$ cat src/rtl/ring_token_channel_if.sv
// Handshake bundle between the ring channel and its driver/monitor.
// The driver (master) owns send_en/loss; the channel (slave) owns the events.
interface ring_token_channel_if #(
    parameter int HW = 2
);
    logic          send_en;
    logic          loss;
    logic [HW-1:0] token_pos;
    logic          advance;
    logic          loss_evt;
    logic          ring_reset;
    logic          lap_done;
    logic [3:0]    retry_cnt;
    logic          busy;

    modport master (
        output send_en, loss,
        input  token_pos, advance, loss_evt,
        input  ring_reset, lap_done, retry_cnt, busy
    );

    modport slave (
        input  send_en, loss,
        output token_pos, advance, loss_evt,
        output ring_reset, lap_done, retry_cnt, busy
    );
endinterface

$ cat src/rtl/ring_token_channel.sv
// Lossy token-passing ring: one-cycle hops, bounded retransmit with
// backoff, and token regeneration at node 0 once retries run out.
module ring_token_channel #(
    parameter int N           = 4,
    parameter int HW          = 2,
    parameter int BACKOFF     = 3,
    parameter int MAX_RETRY   = 3,
    parameter int RECOVER_CYC = 2
) (
    input  logic                   clk,
    input  logic                   reset_n,
    ring_token_channel_if.slave    ch
);
    typedef enum logic [1:0] {
        S_HOLD,
        S_FLIGHT,
        S_BACKOFF,
        S_RECOVER
    } state_t;

    state_t        state_q;
    logic [HW-1:0] pos_q;
    logic [HW-1:0] dest_d;
    logic [3:0]    retry_q;
    logic [3:0]    retry_d;
    logic [3:0]    cnt_q;
    logic          adv_q;
    logic          loss_q;
    logic          rr_q;
    logic          lap_q;

    // Sender keeps the token while in flight, so dest follows pos_q.
    assign dest_d  = (pos_q == HW'(N - 1)) ? '0 : pos_q + HW'(1);
    assign retry_d = retry_q + 4'd1;

    always_ff @(posedge clk or negedge reset_n) begin
        if (!reset_n) begin
            state_q <= S_HOLD;
            pos_q   <= '0;
            retry_q <= '0;
            cnt_q   <= '0;
            adv_q   <= 1'b0;
            loss_q  <= 1'b0;
            rr_q    <= 1'b0;
            lap_q   <= 1'b0;
        end else begin
            adv_q  <= 1'b0;
            loss_q <= 1'b0;
            rr_q   <= 1'b0;
            lap_q  <= 1'b0;
            unique case (state_q)
                S_HOLD: begin
                    if (ch.send_en) state_q <= S_FLIGHT;
                end
                S_FLIGHT: begin
                    if (!ch.loss) begin
                        pos_q   <= dest_d;
                        adv_q   <= 1'b1;
                        lap_q   <= (dest_d == '0);
                        retry_q <= '0;
                        state_q <= S_HOLD;
                    end else if (retry_d < 4'(MAX_RETRY)) begin
                        loss_q  <= 1'b1;
                        retry_q <= retry_d;
                        cnt_q   <= 4'(BACKOFF);
                        state_q <= S_BACKOFF;
                    end else begin
                        loss_q  <= 1'b1;
                        rr_q    <= 1'b1;
                        retry_q <= '0;
                        cnt_q   <= 4'(RECOVER_CYC);
                        state_q <= S_RECOVER;
                    end
                end
                S_BACKOFF: begin
                    cnt_q <= cnt_q - 4'd1;
                    if (cnt_q == 4'd1) state_q <= S_FLIGHT;
                end
                S_RECOVER: begin
                    cnt_q <= cnt_q - 4'd1;
                    if (cnt_q == 4'd1) begin
                        pos_q   <= '0;
                        state_q <= S_HOLD;
                    end
                end
                default: state_q <= S_HOLD;
            endcase
        end
    end

    assign ch.token_pos  = pos_q;
    assign ch.advance    = adv_q;
    assign ch.loss_evt   = loss_q;
    assign ch.ring_reset = rr_q;
    assign ch.lap_done   = lap_q;
    assign ch.retry_cnt  = retry_q;
    assign ch.busy       = (state_q != S_HOLD);
endmodule

$ cat src/flat_wrapper.sv
// flat-port wrapper written by rule: the top's interface ports become plain ports
module ring_token_channel_flat 
#(
    parameter int N           = 4,
    parameter int HW          = 2,
    parameter int BACKOFF     = 3,
    parameter int MAX_RETRY   = 3,
    parameter int RECOVER_CYC = 2
)
  (clk, reset_n, ch_send_en, ch_loss, ch_token_pos, ch_advance, ch_loss_evt, ch_ring_reset, ch_lap_done, ch_retry_cnt, ch_busy);
  ring_token_channel_if #(.HW(HW)) ch_i ();
  input  logic clk;
  input  logic reset_n;
  input wire logic [$bits(ch_i.send_en)-1:0] ch_send_en;
  input wire logic [$bits(ch_i.loss)-1:0] ch_loss;
  output wire logic [$bits(ch_i.token_pos)-1:0] ch_token_pos;
  output wire logic [$bits(ch_i.advance)-1:0] ch_advance;
  output wire logic [$bits(ch_i.loss_evt)-1:0] ch_loss_evt;
  output wire logic [$bits(ch_i.ring_reset)-1:0] ch_ring_reset;
  output wire logic [$bits(ch_i.lap_done)-1:0] ch_lap_done;
  output wire logic [$bits(ch_i.retry_cnt)-1:0] ch_retry_cnt;
  output wire logic [$bits(ch_i.busy)-1:0] ch_busy;
  assign ch_i.send_en = ch_send_en;
  assign ch_i.loss = ch_loss;
  assign ch_token_pos = ch_i.token_pos;
  assign ch_advance = ch_i.advance;
  assign ch_loss_evt = ch_i.loss_evt;
  assign ch_ring_reset = ch_i.ring_reset;
  assign ch_lap_done = ch_i.lap_done;
  assign ch_retry_cnt = ch_i.retry_cnt;
  assign ch_busy = ch_i.busy;
  ring_token_channel #(.N(N), .HW(HW), .BACKOFF(BACKOFF), .MAX_RETRY(MAX_RETRY), .RECOVER_CYC(RECOVER_CYC)) u_core (.clk(clk), .reset_n(reset_n), .ch(ch_i));
endmodule
$ cat config.mk
export PLATFORM = sky130hd
export DESIGN_NAME = ring_token_channel_flat
export DESIGN_NICKNAME = d
export VERILOG_FILES = /design/src/rtl/ring_token_channel_if.sv /design/src/rtl/ring_token_channel.sv /design/src/flat_wrapper.sv
export SDC_FILE = /design/constraint.sdc
export NUM_CORES = 1
export LEC_CHECK = 0
export CAP_MARGIN = 20
export CORE_UTILIZATION = 47
export CTS_BUF_LIST = sky130_fd_sc_hd__clkbuf_4
export DETAILED_ROUTE_END_ITERATION = 16
export PLACE_DENSITY = 0.74
export SETUP_SLACK_MARGIN = 0.15
export SLEW_MARGIN = 40
export SYNTH_ARGS = -nofsm -noshare
export SYNTH_HDL_FRONTEND = slang
export SYNTH_SLANG_ARGS = --single-unit
$ cat constraint.sdc
create_clock -name clk -period 1.3 [get_ports clk]
set_input_delay 0.13 -clock clk [delete_from_list [all_inputs] [get_ports clk]]
set_output_delay 0.13 -clock clk [all_outputs]
set_load 0.02 [all_outputs]
==> results of run 1 <==
## layout make-up
class                      instances  area (sq um)
multi-input combinational         47           479
sequential                        16           407
timing repair buffer              36           303
fill                              87           284
clock buffer                       4          30.0
tap                               16          20.0
inverter                           5          18.8
## power breakdown
part           leakage [nW]  switching [mW]  internal [mW]  total (mW)
sequential            0.198           0.189          0.675       0.864
combinational         0.389           0.756          0.909        1.66
clock                0.0184           0.155          0.140       0.295
total                 0.606            1.10           1.72        2.82
## sequential cells by signal, summed over array words and instances (netlist names)
| signal | flops |
|---|---|
| u_core.ch.token_pos | 2 |
| u_core.state_q | 2 |
| u_core.ch.lap_done | 1 |
| u_core.cnt_q | 4 |
| u_core.ch.loss_evt | 1 |
| u_core.ch.ring_reset | 1 |
| u_core.ch.retry_cnt | 4 |
| u_core.ch.advance | 1 |
## cells by family after synthesis
family,count (synthesis),synth area share (%)
buffers and inverters,6,3.34
adders and majority gates,6,9.55
DFF,16,51.0
and+or+nand+nor,24,18.8
xor gates and xnor gates,1,1.11
AOI/OAI and AO/OA,16,16.2
## how the worst max path moves through the flow
stage,from,endpoint,cells after the start,slack (ns)
after global routing,u_core.ch.retry_cnt[1],u_core.state_q[0],4,-0.19
final,u_core.ch.retry_cnt[1],u_core.state_q[0],4,-0.14
after CTS,u_core.ch.retry_cnt[1],u_core.state_q[0],4,-0.16
after detailed placement,u_core.ch.retry_cnt[0],u_core.state_q[0],4,-0.19
after floorplan,u_core.ch.retry_cnt[0],u_core.state_q[0],5,-0.16
after global placement,u_core.ch.retry_cnt[0],u_core.state_q[0],4,-0.13
## through the flow
step	std cells	setup WS, ns	cell area [sq um]	util (%)
2_1_floorplan	69	-0.158	815	-
3_3_place_gp	109	-0.133	1050	68.1
3_5_place_dp	109	-0.191	1050	68.1
4_1_cts	120	-0.156	1200	77.8
5_1_grt	124	-0.187	1260	81.6
6_report	124	-0.143	1260	81.6
## worst reg2reg max path, stage by stage (launching register included)
cell and delay (ns):
dfrtp_2 0.46, ha_4 0.18, and3b_2 0.25, a31oi_4 0.12
a221o_1 0.33
## layer usage
layer	routed length (microns)	track usage [%]	vias up
li1	-	-	321
met2	869	37.9	13
met5	0	0	-
met4	40	9.38	0
met1	820	26.1	314
met3	56	5.11	6
## cells in the final DEF, fill, tap and decap left out, types with 2 or more instances in the layout
| master | count |
|---|---|
| clkdlybuf4s50_1 | 3 |
| ha_4 | 3 |
| buf_6 | 7 |
| o2bb2ai_2 | 2 |
| dlygate4sd2_1 | 4 |
| ha_1 | 3 |
| buf_2 | 4 |
| dfrtp_1 | 11 |
| nor2_1 | 4 |
| clkbuf_4 | 4 |
| nand2_1 | 4 |
| inv_1 | 3 |
| inv_2 | 2 |
| and2_1 | 3 |
| buf_4 | 17 |
| a22oi_1 | 2 |
| dfrtp_2 | 5 |
## repair_timing
item / in CTS / in global routing
endpoints found under the setup margin: 20 / 19
resized for setup: 50 / 13
endpoints found under the hold margin: 0 / 0
hold buffers: 0 / 0
gates cloned: 1 / 0
pin swaps: 2 / 6
buffers inserted: 6 / 4
==> impl_results.md, run 1 <==
* R2R cell count at 4
* Max Freq at 693 MHz
* Crit path cell chain: ha_4 > and3b_2 > a31oi_4 > a221o_1
* Vias in the first global route at 696
* Average routed wire per standard cell at 14.4 microns
* DR iter-0 viols at 8
* Die width at 42.9 microns
* RSZ-0062 raised after global routing: true
* CP arrival at 1.62 ns
* Root Buffer: clkbuf_4
* H-tree depth at 1
* Final Hold Fails at 0
* Area Growth Syn to Fin at 60.0%
* #FFs+latches synth at 16
* Asr flop ratio synth at 100%
* Largest cells by area after synthesis: dfrtp_1 (51%), ha_1 (9.6%), a22oi_1 (2.9%)
* Clock Latency Late Sink at 0.28 ns
* Diodes inserted at 0
* Synth Instances at 69
* Share of cells above drive strength 1 at 55.6%
* Largest net degree at the start of global routing at 17
* Drc violations at 0
* Grt ovf at 0
* Setup ws final at -0.143 ns
* CTS max path bufs at 2
* Layout Skew at 0.00178 ns
* Worst R2R End: u_core.state_q[0]
* GP Congestion at 0.753
* Tmin final at 1.44 ns
* Clock sink count at 16
* Die height at 42.9 microns
* Hold Path Class: input pin to async pin
* Top FF cell, synth: dfrtp_1
* Reg-to-Reg Start: u_core.ch.retry_cnt[1]
* DR vias at 654
* CP Capture Type: flop
* Via/cell ratio at 5.27
* CP max FO at 5
* Net Count, Synth at 79
* Count leader, synth: dfrtp_1
* Critical path's slowest cell: dfrtp_2
* Max-Cap Viols at 0
* Critical path buffers and inverters at 0
* Maximum VDD drop at 0.00143 V
* First-pass GRT wire length at 2970 microns
* Pleak at 0.606 nW
* Commonest cells in the synthesized netlist: dfrtp_1 (16), ha_1 (6), inv_1 (5), nor2_1 (5), nand2_1 (4)
* Fin. max-slew vios at 0
* Placed wire-length estimate at 1170 microns
* First-pass DRT Iterations at 4
* Sequential share of the synthesized area at 51.0%
* Pwr Density at 2250 nW/um^2
* Rel. slew slack at 83.1%
* Final setup violation count at 8
* Synthesized area per cell at 11.4 sq um
* TritonCTS Buffers at 3
* CTS tree: done
* Routed Antenna Nets at 0
* Least-Margin Pin Slew at 0.252 ns
* Status: finished with violations
* Initial antenna violation count at 0
* Top cell type by total area after synthesis: dfrtp_1
* IO buf count at 14
* Critical path required time at 1.48 ns
* WHS at 0.146 ns
* Post-Syn Area at 786 sq um
* Failing checks: setup timing
* Tcrit/Tclk final at 111%
* I/O pins at 15
* Rows at 14
* Initial Util at 51.0%
* Largest incremental delay on the critical path at 0.46 ns
* Synth top area share at 51.0%
* Die ar. at 1840 sq um
* GRT Overall Usage at 22.1%
* Clock Pin Slew Worst Setup and Hold Paths at 0.09 ns
* Core Area at 1540 sq um
* Worst setup SP type: flop
* Setup_tns at -0.485 ns
* Drt total wl at 1790 microns
* Dominant delay contributor by cell family on the critical path: flip-flops
* Library cells used by synthesis at 29
* Number of synthesized flops with an enable pin at 0
* WS Path Type: flop to flop
* Flop-to-flop setup slack at -0.14 ns
* Overall power at 2.82 mW
* NumNets Final at 119
* YS warnings at 0
Note: power is estimated with default switching activity, not from simulation.
==> inputs of run 2 (changes only) <==
SLEW_MARGIN = 25   (was 40)
==> results of run 2 <==
The final DEF is identical to that of run 1; final timing and power are the same.
==> inputs of run 3 (changes only) <==
SLEW_MARGIN = 20   (was 25)
==> results of run 3 <==
The final DEF is identical to that of run 1; final timing and power are the same.
